--- src/rtl/ones_pkg.sv ---
// Shared definitions for the ones-pattern transmit path: default geometry,
// frame FSM states and fill-mode encodings.
package ones_pkg;

    localparam int DEF_WIDTH = 7;
    localparam int DEF_CW    = 3;

    localparam logic MODE_LSB = 1'b0;
    localparam logic MODE_MSB = 1'b1;

    typedef enum logic [1:0] {
        IDLE  = 2'd0,
        SHIFT = 2'd1,
        DONE  = 2'd2
    } state_e;

endpackage

--- src/rtl/therm_gen.sv ---
// Thermometer word generator: turns a ones count into a WIDTH-bit word holding
// exactly min(count, WIDTH) ones, packed at the LSB or MSB end.
module therm_gen
    import ones_pkg::*;
#(
    parameter int WIDTH = DEF_WIDTH,
    parameter int CW    = DEF_CW
) (
    input  logic [CW-1:0]    count,
    input  logic             mode,
    output logic [WIDTH-1:0] word,
    output logic             sat
);

    localparam logic [CW:0]    WIDTH_C = (CW+1)'(WIDTH);
    localparam logic [WIDTH:0] ONE_W   = (WIDTH+1)'(1);

    logic [CW:0]      n_s;
    logic [CW:0]      pad_s;
    logic [WIDTH:0]   mask_s;
    logic [WIDTH-1:0] lsb_word_s;

    // Clamp the count, build the mask one bit wider so n == WIDTH cannot overflow, then place it.
    always_comb begin
        n_s        = {1'b0, count};
        sat        = 1'b0;
        if ({1'b0, count} > WIDTH_C) begin
            n_s = WIDTH_C;
            sat = 1'b1;
        end else begin
            n_s = {1'b0, count};
            sat = 1'b0;
        end
        mask_s     = (ONE_W << n_s) - ONE_W;
        lsb_word_s = mask_s[WIDTH-1:0];
        pad_s      = WIDTH_C - n_s;
        case (mode)
            MODE_LSB: word = lsb_word_s;
            MODE_MSB: word = lsb_word_s << pad_s;
            default:  word = lsb_word_s;
        endcase
    end

endmodule

--- src/rtl/ones_pattern_tx.sv ---
// Ones-pattern transmitter: accepts a ones count, builds the matching thermometer
// word and sends it LSB first over a valid/ready serial link, then pulses done.
module ones_pattern_tx
    import ones_pkg::*;
#(
    parameter int WIDTH = DEF_WIDTH,
    parameter int CW    = DEF_CW
) (
    input  logic             clk,
    input  logic             rst,
    input  logic             in_valid,
    output logic             in_ready,
    input  logic [CW-1:0]    in_count,
    input  logic             in_mode,
    output logic [WIDTH-1:0] word_out,
    output logic             ser_valid,
    input  logic             ser_ready,
    output logic             ser_bit,
    output logic             ser_last,
    output logic             done,
    output logic             sat
);

    localparam int                IDXW     = (WIDTH > 1) ? $clog2(WIDTH) : 1;
    localparam logic [IDXW-1:0]   LAST_IDX = IDXW'(WIDTH - 1);
    localparam logic [IDXW-1:0]   IDX_ONE  = IDXW'(1);
    localparam logic [IDXW-1:0]   IDX_ZERO = {IDXW{1'b0}};

    state_e           state_q,     state_d;
    logic [WIDTH-1:0] word_q,      word_d;
    logic [WIDTH-1:0] shreg_q,     shreg_d;
    logic [IDXW-1:0]  idx_q,       idx_d;
    logic             ser_bit_q,   ser_bit_d;
    logic             ser_last_q,  ser_last_d;
    logic             ser_valid_q, ser_valid_d;
    logic             done_q,      done_d;
    logic             in_ready_q,  in_ready_d;
    logic             sat_q,       sat_d;

    logic [WIDTH-1:0] gen_word_s;
    logic             gen_sat_s;

    therm_gen #(
        .WIDTH (WIDTH),
        .CW    (CW)
    ) u_therm_gen (
        .count (in_count),
        .mode  (in_mode),
        .word  (gen_word_s),
        .sat   (gen_sat_s)
    );

    // Frame FSM next-state and next-output logic.
    always_comb begin
        state_d     = state_q;
        word_d      = word_q;
        shreg_d     = shreg_q;
        idx_d       = idx_q;
        ser_bit_d   = ser_bit_q;
        ser_last_d  = ser_last_q;
        ser_valid_d = ser_valid_q;
        done_d      = 1'b0;
        in_ready_d  = in_ready_q;
        sat_d       = sat_q;

        case (state_q)
            IDLE: begin
                if (in_valid && in_ready_q) begin
                    state_d     = SHIFT;
                    word_d      = gen_word_s;
                    shreg_d     = gen_word_s;
                    idx_d       = IDX_ZERO;
                    ser_bit_d   = gen_word_s[0];
                    ser_last_d  = (LAST_IDX == IDX_ZERO);
                    ser_valid_d = 1'b1;
                    in_ready_d  = 1'b0;
                    sat_d       = sat_q | gen_sat_s;
                end else begin
                    in_ready_d  = 1'b1;
                    ser_valid_d = 1'b0;
                end
            end
            SHIFT: begin
                // Only an accepted beat moves the frame; a stall holds bit, last and index.
                if (ser_valid_q && ser_ready) begin
                    if (ser_last_q) begin
                        state_d     = DONE;
                        ser_valid_d = 1'b0;
                        ser_bit_d   = 1'b0;
                        ser_last_d  = 1'b0;
                        done_d      = 1'b1;
                    end else begin
                        idx_d       = idx_q + IDX_ONE;
                        shreg_d     = {1'b0, shreg_q[WIDTH-1:1]};
                        ser_bit_d   = shreg_q[1];
                        ser_last_d  = ((idx_q + IDX_ONE) == LAST_IDX);
                    end
                end else begin
                    state_d = SHIFT;
                end
            end
            DONE: begin
                state_d    = IDLE;
                in_ready_d = 1'b1;
            end
            default: begin
                state_d     = IDLE;
                in_ready_d  = 1'b1;
                ser_valid_d = 1'b0;
                ser_bit_d   = 1'b0;
                ser_last_d  = 1'b0;
            end
        endcase
    end

    // State and output registers; reset abandons any frame in flight without a done pulse.
    always_ff @(posedge clk) begin
        if (rst) begin
            state_q     <= IDLE;
            word_q      <= {WIDTH{1'b0}};
            shreg_q     <= {WIDTH{1'b0}};
            idx_q       <= IDX_ZERO;
            ser_bit_q   <= 1'b0;
            ser_last_q  <= 1'b0;
            ser_valid_q <= 1'b0;
            done_q      <= 1'b0;
            in_ready_q  <= 1'b1;
            sat_q       <= 1'b0;
        end else begin
            state_q     <= state_d;
            word_q      <= word_d;
            shreg_q     <= shreg_d;
            idx_q       <= idx_d;
            ser_bit_q   <= ser_bit_d;
            ser_last_q  <= ser_last_d;
            ser_valid_q <= ser_valid_d;
            done_q      <= done_d;
            in_ready_q  <= in_ready_d;
            sat_q       <= sat_d;
        end
    end

    assign in_ready  = in_ready_q;
    assign word_out  = word_q;
    assign ser_valid = ser_valid_q;
    assign ser_bit   = ser_bit_q;
    assign ser_last  = ser_last_q;
    assign done      = done_q;
    assign sat       = sat_q;

endmodule

--- config.mk ---
export PLATFORM = sky130hd
export DESIGN_NAME = ones_pattern_tx
export DESIGN_NICKNAME = d
export VERILOG_FILES = /design/src/rtl/ones_pkg.sv /design/src/rtl/therm_gen.sv /design/src/rtl/ones_pattern_tx.sv
export SDC_FILE = /design/constraint.sdc
export NUM_CORES = 1
export LEC_CHECK = 0
export BUFFER_PORTS_ARGS = -buffer_cell sky130_fd_sc_hd__buf_2
export CORE_MARGIN = 5
export CORE_UTILIZATION = 35
export CTS_CLUSTER_DIAMETER = 100
export CTS_CLUSTER_SIZE = 8
export DETAILED_ROUTE_END_ITERATION = 10
export RECOVER_POWER = 50
export SYNTH_ARGS = -nofsm -noshare
export SYNTH_HDL_FRONTEND = slang
export SYNTH_SLANG_ARGS = --single-unit
--- constraint.sdc ---
create_clock -name clk -period 3.5 [get_ports clk]
set_clock_uncertainty 0.15 [all_clocks]
set_input_delay 0.7 -clock clk [delete_from_list [all_inputs] [get_ports clk]]
set_output_delay 0.7 -clock clk [all_outputs]
set_load 0.01 [all_outputs]
==> impl_metrics.csv, run 1 <==
group,metric,value,unit
status,outcome,"finished clean",
timing,slew_headroom,53.2,%
power,internal_power,411,uW
clocking,cts-resized-gates,0,
timing,slew_violations,0,
synth,synth_area,1320,um2
power,p_clk_share,28.2,%
grt,grtUsageTotal,12.3,%
grt,grt_pass1_wl,5200,um
clocking,cts.sinks,23,
synth,synth_top_cell_by_area,"dfxtp_1",
place,place_inst,218,
grt,grt_overflow,0,
cells_and_area,layout.nets,186,
die,start_util,36.0,%
timing,rsz0062_at_grt,"false",
worst_setup_path,start_kind,"input pin",
grt,grt_util_met2,20.0,%
grt,grt_max_degree,25,
cells_and_area,fin_cells,222,
cells_and_area,final_core_util,39.1,%
die,coreArea,3660,um2
power,p_leak,0.522,nW
grt,antenna_found_initial,0,
synth,synth_cells,165,
clocking,postCtsSetupBuffers,0,
clocking,path_clk_slew,0.08,ns
clocking,h-tree-depth,1,
cells_and_area,diodes,0,
power,power.share.combinational,21.6,%
synth,ys_ff_latch,23,
timing,setup_viol,0,
routing,detail_route.wl_per_cell,13.3,um
clocking,clockBufferDepth,2,
timing,finalHoldViolCount,0,
synth,syn_nets,176,
place,gp_congestion,0.804,
worst_setup_path,path_class,"in -> reg",
grt,grt_pass1_vias,1142,
routing,vias_per_cell,5.25,
die,io_pins,21,
synth,ys.flop_type,"dfxtp_1",
clocking,root_buffer,"clkbuf_8",
worst_setup_path,crit_path_start,"in_count[0]",
clocking,cts_made_buffers,3,
power,power_density,407,nW/um2
worst_setup_path,cp.required,3.47,ns
synth,async_reset_ff_share,0,%
routing,first_iter_violations,72,
timing,fmax,404,MHz
synth,ys_types,41,
synth,synth_edf_count,0,
synth,ys_seq_area_share,34.9,%
worst_setup_path,r2r-start,"state_q[0]$_SDFFE_PP0P_",
clocking,cts_tree,"built",
cells_and_area,fillers,378,
timing,min_period,2.48,ns
worst_hold_path,min-delay-start,"word_out[1]$_SDFFE_PP0P_",
routing,via_count,1166,
synth,yosys.area.top_type_share,34.9,%
die,die_h,71.4,um
worst_setup_path,cp.arrival,2.45,ns
power,switchingPower,173,uW
clocking,cts-hold-fix-buffers,0,
cells_and_area,syn_to_final_growth,8.54,%
timing,fin_setup_tns,0,ns
synth,avgSynthCellArea,7.99,um2
place,port_buffers,19,
clocking,clock_latency,0.26,ns
synth,synth_common_cells,"dfxtp_1, a21oi_1, nand2_1, nor2_1, nor3_1",
synth,synth.most_common_cell,"dfxtp_1",
worst_hold_path,holdCritPathClass,"reg -> reg",
power,seq_power_share,50.2,%
grt,use_met1,15.7,%
timing,post-route-period-util,70.7,%
grt,busiest_layer,"met2",
cells_and_area,drive_above_1_share,9.77,%
power,switching_share,29.6,%
worst_setup_path,end_kind,"flop",
die,die_area,5100,um2
run,drv_cap,0,
timing,worstMarginPinSlew,0.702,ns
synth,yosysWarnings,0,
routing,drt_wl_total,2960,um
routing,ant_nets,0,
die,fp.dieW,71.4,um
power,vdd_drop_max,0.000115,V
grt,use_met3,2.24,%
place,dp_hpwl,2120,um
synth,synth_top_cells_by_area,"dfxtp_1, a21oi_1, nand2_1",
routing,dr.pass1.iters,4,
die,rows,22,
routing,drc,0,
worst_setup_path,crit_fanout,15,
routing by layer:
| layer | part of all wire (%) | routed length, um |
|---|---|---|
| met5 | 0 | 0 |
| met4 | 0.98 | 29 |
| met3 | 3.6 | 108 |
| met2 | 48 | 1420 |
| met1 | 47 | 1410 |
stage by stage:
stage | total power [mW] | hold WS [ns] | worst slack (ns) | area [um2]
6_report | 0.583 | 0.309 | 1.02 | 1430
5_1_grt | 0.619 | 0.332 | 0.920 | 1430
4_1_cts | 0.592 | 0.310 | 1.05 | 1450
3_5_place_dp | 0.427 | 0.299 | 0.777 | 1400
3_3_place_gp | 0.422 | 0.293 | 0.849 | 1400
2_1_floorplan | 0.398 | 0.305 | 0.977 | 1320
layout make-up:
cell class	count	area (um2)	area share, %
inverters	3	11.3	0.787
flip-flops and latches	23	460	32.2
multi-input cells	124	767	53.6
repair buffers	20	87.6	6.12
well taps	48	60.1	4.20
clock buffers	4	45.0	3.15
cell usage in the layout, fill, tap and decap left out, types with 4 or more instances in the layout:
cell      count
dfxtp_1      23
nand2b_1      5
clkbuf_1     13
a21oi_1      20
nor2_1       14
a211oi_1      4
nor2b_1       6
buf_2         7
nor3_1       10
nand2_1      17
o21ai_0       8
final timing paths:
path	slack [ns]	cells after the start	to
hold / removal	0.31	2	word_out[1]$_SDFFE_PP0P_
setup reg to reg	1.59	5	shreg_q[2]$_SDFFE_PP0P_
setup / recovery	1.02	7	word_out[6]$_SDFFE_PP0P_
hold reg to reg	0.31	2	word_out[1]$_SDFFE_PP0P_
registers in the layout (all words and copies together), names as in the netlist:
name       cells
ser_last       1
state_q        2
word_out       7
in_ready       1
done           1
idx_q          3
ser_bit        1
shreg_q        6
ser_valid      1
power by group through the flow:
stage                     logic, mW  clock network [mW]  registers (mW)
after detailed placement      0.128                   0           0.298
after floorplan              0.0995                   0           0.298
after global placement        0.124                   0           0.297
after CTS                     0.129               0.170           0.292
final                         0.126               0.164           0.292
after global routing          0.143               0.180           0.295
kinds of logic after synthesis:
| kind of cell | after synthesis | share of synthesized area [%] |
|---|---|---|
| buffers and inverters | 18 | 6.93 |
| xor gates and xnor gates | 1 | 0.664 |
| muxes | 1 | 0.759 |
| and+or+nand+nor | 69 | 28.8 |
| other | 1 | 0.284 |
| DFF | 23 | 34.9 |
| adders and majority gates | 3 | 2.85 |
| AOI/OAI and AO/OA | 49 | 24.8 |
worst max-delay path: stages:
cell	delay (ns)
buf_2	0.18
or3_1	0.37
ha_1	0.39
nand3b_1	0.13
a21oi_1	0.08
a311oi_1	0.45
a211oi_1	0.14
Note: power is estimated with default switching activity, not from simulation.
==> run 2: changes to the inputs <==
==> constraint.sdc (replaced) <==
create_clock -name clk -period 2.4 [get_ports clk]
set_clock_uncertainty 0.15 [all_clocks]
set_input_delay 0.48 -clock clk [delete_from_list [all_inputs] [get_ports clk]]
set_output_delay 0.48 -clock clk [all_outputs]
set_load 0.01 [all_outputs]
==> run 2 against run 1 <==
Sequential power increased by 46%. Non-clock buffer count increased by 6. Core utilization increased by 1.1 points. Critical path depth increased by 2. Sequential share of layout area decreased by 0.90 points. Clock power increased by 41%. Register-to-register slack got worse by 1.1 ns. Setup slack got worse by 0.73 ns. Wire length decreased by 2.8%. Cell count increased by 2.7%. Critical path type unchanged. Critical endpoint is now shreg_q[4]$_SDFFE_PP0P_. Largest cell class unchanged.
==> impl_metrics.csv, run 2 (synthesis gave the netlist of run 1 again) <==
group,metric,value,unit
routing,drt_wl_total,2880,um
routing,detail_route.wl_per_cell,12.6,um
die,die_h,71.4,um
clocking,path_clk_slew,0.08,ns
die,io_pins,21,
grt,grtUsageTotal,11.3,%
place,gp_congestion,0.903,
cells_and_area,diodes,0,
worst_hold_path,min_to,"word_out[0]$_SDFFE_PP0P_",
cells_and_area,mostFrequentLayoutCells,"dfxtp_1, a21oi_1, nand2_1, nor2_1, clkbuf_1",
power,vdd_drop_max,0.000165,V
power,p_total,848,uW
worst_setup_path,critical_path.top_delay_family,"simple AND/OR/NAND/NOR gates",
worst_setup_path,start_kind,"input pin",
cells_and_area,largest_reg_flops,7,
routing,first_iter_violations,66,
timing,worstMarginPinSlew,0.549,ns
timing,setup_viol,0,
clocking,clockBufferDepth,2,
die,rows,22,
timing,fmax,474,MHz
routing,dr.pass1.iters,4,
place,place_inst,224,
grt,grt_util_met2,17.8,%
grt,grt_overflow,0,
clocking,cts_made_buffers,3,
cells_and_area,fin_cells,228,
worst_setup_path,cp.required,2.38,ns
run,drv_cap,0,
place,port_buffers,19,
timing,rsz0062_at_grt,"false",
cells_and_area,syn_to_final_growth,11.7,%
die,die_area,5100,um2
worst_setup_path,cp.buffers_inverters,2,
grt,use_met1,15.4,%
timing,finalHoldViolCount,0,
timing,slew_violations,0,
worst_hold_path,holdCritPathClass,"reg -> reg",
die,fp.dieW,71.4,um
cells_and_area,seqCellArea,460,um2
die,start_util,36.0,%
clocking,cts_tree,"built",
worst_setup_path,rr_worst_depth,5,
grt,grt_max_degree,25,
clocking,cts.sinks,23,
timing,fin_setup_tns,0,ns
worst_setup_path,crit_fanout,8,
worst_setup_path,path_cells,"buf_2, or3_1, ha_1, buf_4, nor3b_1, a311oi_1, a31oi_1, nand2_1, a211oi_1",
clocking,h-tree-depth,1,
place,dp_hpwl,2100,um
clocking,postCtsSetupBuffers,0,
clocking,cts-hold-fix-buffers,0,
grt,grt_pass1_vias,1077,
clocking,root_buffer,"clkbuf_8",
status,outcome,"finished clean",
cells_and_area,drive_above_1_share,12.2,%
grt,grt_pass1_wl,4800,um
worst_hold_path,min-delay-start,"word_out[0]$_SDFFE_PP0P_",
power,p_leak,0.547,nW
worst_setup_path,end_kind,"flop",
grt,antenna_found_initial,0,
worst_setup_path,r2r-start,"state_q[1]$_SDFFE_PP0P_",
worst_hold_path,holdPathStages,2,
timing,post-route-period-util,87.9,%
die,coreArea,3660,um2
grt,use_met3,2.24,%
worst_setup_path,r2r-end,"shreg_q[2]$_SDFFE_PP0P_",
worst_setup_path,cp.arrival,2.09,ns
timing,slew_headroom,63.4,%
worst_setup_path,r2r_slack,0.53,ns
routing,drc,0,
cells_and_area,layout.nets,192,
cells_and_area,multi_input_area,767,um2
power,power_density,576,nW/um2
worst_setup_path,worst_path_max_delay_cell,"or3_1",
worst_setup_path,cpPeakStageDelay,0.37,ns
routing,ant_nets,0,
routing,via_count,1207,
clocking,clock_latency,0.25,ns
routing,vias_per_cell,5.29,
clocking,cts-resized-gates,0,
timing,min_period,2.11,ns
cells_and_area,fillers,381,
grt,busiest_layer,"met2",
worst_setup_path,path_class,"in -> reg",
cells_and_area,layout_commonest_cell,"dfxtp_1",
run 2: cell count changes in the layout (fill, tap and decap cells not counted), sizes merged:
cell    before  now
clkbuf      16   17
buf          8   13
run 2: how the worst max path moves through the flow:
stage | cells past startpoint | endpoint | start | slack, ns
global placement | 9 | shreg_q[4]$_SDFFE_PP0P_ | in_count[2] | 0.06
finish | 9 | shreg_q[4]$_SDFFE_PP0P_ | in_count[2] | 0.29
global route | 9 | shreg_q[4]$_SDFFE_PP0P_ | in_count[2] | 0.21
floorplan | 9 | shreg_q[4]$_SDFFE_PP0P_ | in_count[2] | 0.1
detailed placement | 9 | shreg_q[4]$_SDFFE_PP0P_ | in_count[0] | 0.02
CTS | 9 | shreg_q[4]$_SDFFE_PP0P_ | in_count[2] | 0.29
run 2: through the flow:
stage / area (um2) / setup slack (ns) / hold WS (ns) / util [%]
global placement: 1450 / 0.0637 / 0.292 / 39.5
CTS: 1490 / 0.292 / 0.310 / 40.7
floorplan: 1320 / 0.0975 / 0.305 / -
finish: 1470 / 0.291 / 0.310 / 40.2
global route: 1470 / 0.214 / 0.339 / 40.2
detailed placement: 1450 / 0.0169 / 0.299 / 39.5
run 2: layout make-up:
type	count	share of cell area, %
repair buffers	26	8.75
clock buffers	4	3.06
multi-input cells	124	52.1
inverters	3	0.765
flip-flops and latches	23	31.3
well taps	48	4.08
run 2: layer usage:
metal	vias up	part of all wire, %
li1	613	-
met1	559	48
met2	31	45
met3	4	5.5
met4	0	0.87
met5	-	0
run 2: where the power goes:
group / leakage [nW] / switching, mW / internal, mW / total (mW)
clock network: 0.0228 / 0.113 / 0.118 / 0.231
logic: 0.336 / 0.111 / 0.0789 / 0.190
registers: 0.188 / 0.0180 / 0.408 / 0.426
total: 0.547 / 0.243 / 0.605 / 0.848
run 2: worst min-delay path: cells and delay by family (launching register included):
family | cells | cell delay, ns
flops | 1 | 0.32
simple gates | 1 | 0.05
compound gates | 1 | 0.05
==> run 3: changes to the inputs <==
==> constraint.sdc (replaced) <==
create_clock -name clk -period 2.2 [get_ports clk]
set_clock_uncertainty 0.15 [all_clocks]
set_input_delay 0.44 -clock clk [delete_from_list [all_inputs] [get_ports clk]]
set_output_delay 0.44 -clock clk [all_outputs]
set_load 0.01 [all_outputs]
==> run 3 against run 2 <==
Flip-flop and latch count stayed put. Register-to-register slack worse by 0.10 ns. Combinational power is 15% higher. Highest routed layer unchanged. Core utilization is 0.96 points higher. Cell count is 1.8% higher. Largest cell class unchanged. Die area stayed put. Critical endpoint is now word_out[4]$_SDFFE_PP0P_. Global-route usage is 0.83 points higher. First-iteration DRC count is 35% higher. Clock power is 10% higher.
==> impl_metrics.csv, run 3 (synthesis gave the netlist of run 1 again) <==
group,metric,value,unit
status,outcome,"finished clean",
power,power_density,622,nW/um2
timing,min_period,2.02,ns
grt,grt_max_degree,25,
clocking,cts.sinks,23,
worst_setup_path,r2r_slack,0.43,ns
die,io_pins,21,
clocking,cts-resized-gates,0,
place,gp_congestion,0.800,
place,port_buffers,19,
timing,setup_viol,0,
timing,post-route-period-util,91.7,%
grt,grt_pass1_wl,5050,um
worst_setup_path,cp.required,2.18,ns
die,rows,22,
cells_and_area,layout.nets,196,
cells_and_area,layout_commonest_cell,"dfxtp_1",
worst_setup_path,end_kind,"flop",
routing,drt_wl_total,3050,um
clocking,root_buffer,"clkbuf_8",
timing,hold_ws,0.307,ns
cells_and_area,largest_reg_flops,7,
cells_and_area,mostFrequentLayoutCells,"dfxtp_1, a21oi_1, nand2_1, nor2_1, clkbuf_1",
place,dp_hpwl,2260,um
clocking,h-tree-depth,1,
clocking,cts_tree,"built",
worst_setup_path,path_class,"in -> reg",
routing,via_count,1215,
die,die_h,71.4,um
cells_and_area,syn_to_final_growth,14.3,%
timing,rsz0062_at_grt,"false",
cells_and_area,final_core_util,41.2,%
worst_setup_path,cp.arrival,2.00,ns
power,p_leak,0.565,nW
clocking,cts_made_buffers,3,
worst_setup_path,start_kind,"input pin",
grt,antenna_found_initial,0,
worst_setup_path,crit_fanout,6,
die,fp.dieW,71.4,um
routing,first_iter_violations,89,
clocking,postCtsSetupBuffers,0,
place,placed_cell_area,1480,um2
place,post-place-ws,-0.0699,ns
grt,grtUsageTotal,12.1,%
grt,grt_overflow,0,
timing,fin_ws,0.182,ns
cells_and_area,diodes,0,
worst_hold_path,holdCritPathClass,"reg -> reg",
clocking,path_clk_slew,0.08,ns
clocking,clockBufferDepth,2,
routing,vias_per_cell,5.24,
timing,fmax,495,MHz
cells_and_area,drive_above_1_share,14.7,%
run,drv_cap,0,
timing,slew_violations,0,
grt,grt_pass1_vias,1119,
clocking,clock_latency,0.26,ns
routing,dr.pass1.iters,4,
die,start_util,36.0,%
cells_and_area,finish.instance_area,1510,um2
clocking,cts-hold-fix-buffers,0,
power,vdd_drop_max,0.000448,V
routing,ant_nets,0,
routing,detail_route.wl_per_cell,13.1,um
die,coreArea,3660,um2
timing,finalHoldViolCount,0,
die,die_area,5100,um2
routing,drc,0,
-- run 3: critical path, stage by stage --
cell and delay (ns):
buf_2 0.10, or3_1 0.36, ha_1 0.21, buf_4 0.16
nor3b_1 0.13, a311oi_1 0.33, a31oi_1 0.10, nand2_1 0.10
a21oi_1 0.06
-- run 3: layout make-up --
type	instances	area, um2
fillers	385	2150
multi-input cells	124	772
flip-flops and latches	23	460
repair buffers	30	159
well taps	48	60.1
clock buffers	4	45.0
inverters	3	11.3
-- run 3: path summary, 6_finish.rpt --
path	startpoint	end	cells after the start
hold / removal	word_out[0]$_SDFFE_PP0P_	word_out[0]$_SDFFE_PP0P_	2
hold reg to reg	word_out[0]$_SDFFE_PP0P_	word_out[0]$_SDFFE_PP0P_	2
setup / recovery	in_count[2]	word_out[4]$_SDFFE_PP0P_	9
setup reg to reg	state_q[0]$_SDFFE_PP0P_	shreg_q[3]$_SDFFE_PP0P_	4
-- run 3: per-layer routing --
metal	GRT usage [%]	wire (um)	vias to the layer above
li1	-	-	622
met1	14.5	1440	567
met2	21.0	1410	24
met3	4.07	174	2
met4	2.51	23	0
met5	0	0	-
-- run 3: stage by stage --
step	std cells	setup TNS (ns)	total power [mW]
floorplan	165	0	0.635
global placement	228	-0.121	0.690
detailed placement	228	-0.214	0.698
CTS	232	0	0.955
global route	232	0	0.997
finish	232	0	0.938
-- run 3: power breakdown --
group	internal, mW	leakage [nW]	switching, mW	total, mW
logic	0.0915	0.354	0.127	0.218
registers	0.445	0.188	0.0200	0.465
clock network	0.129	0.0228	0.125	0.254
total	0.666	0.565	0.272	0.938
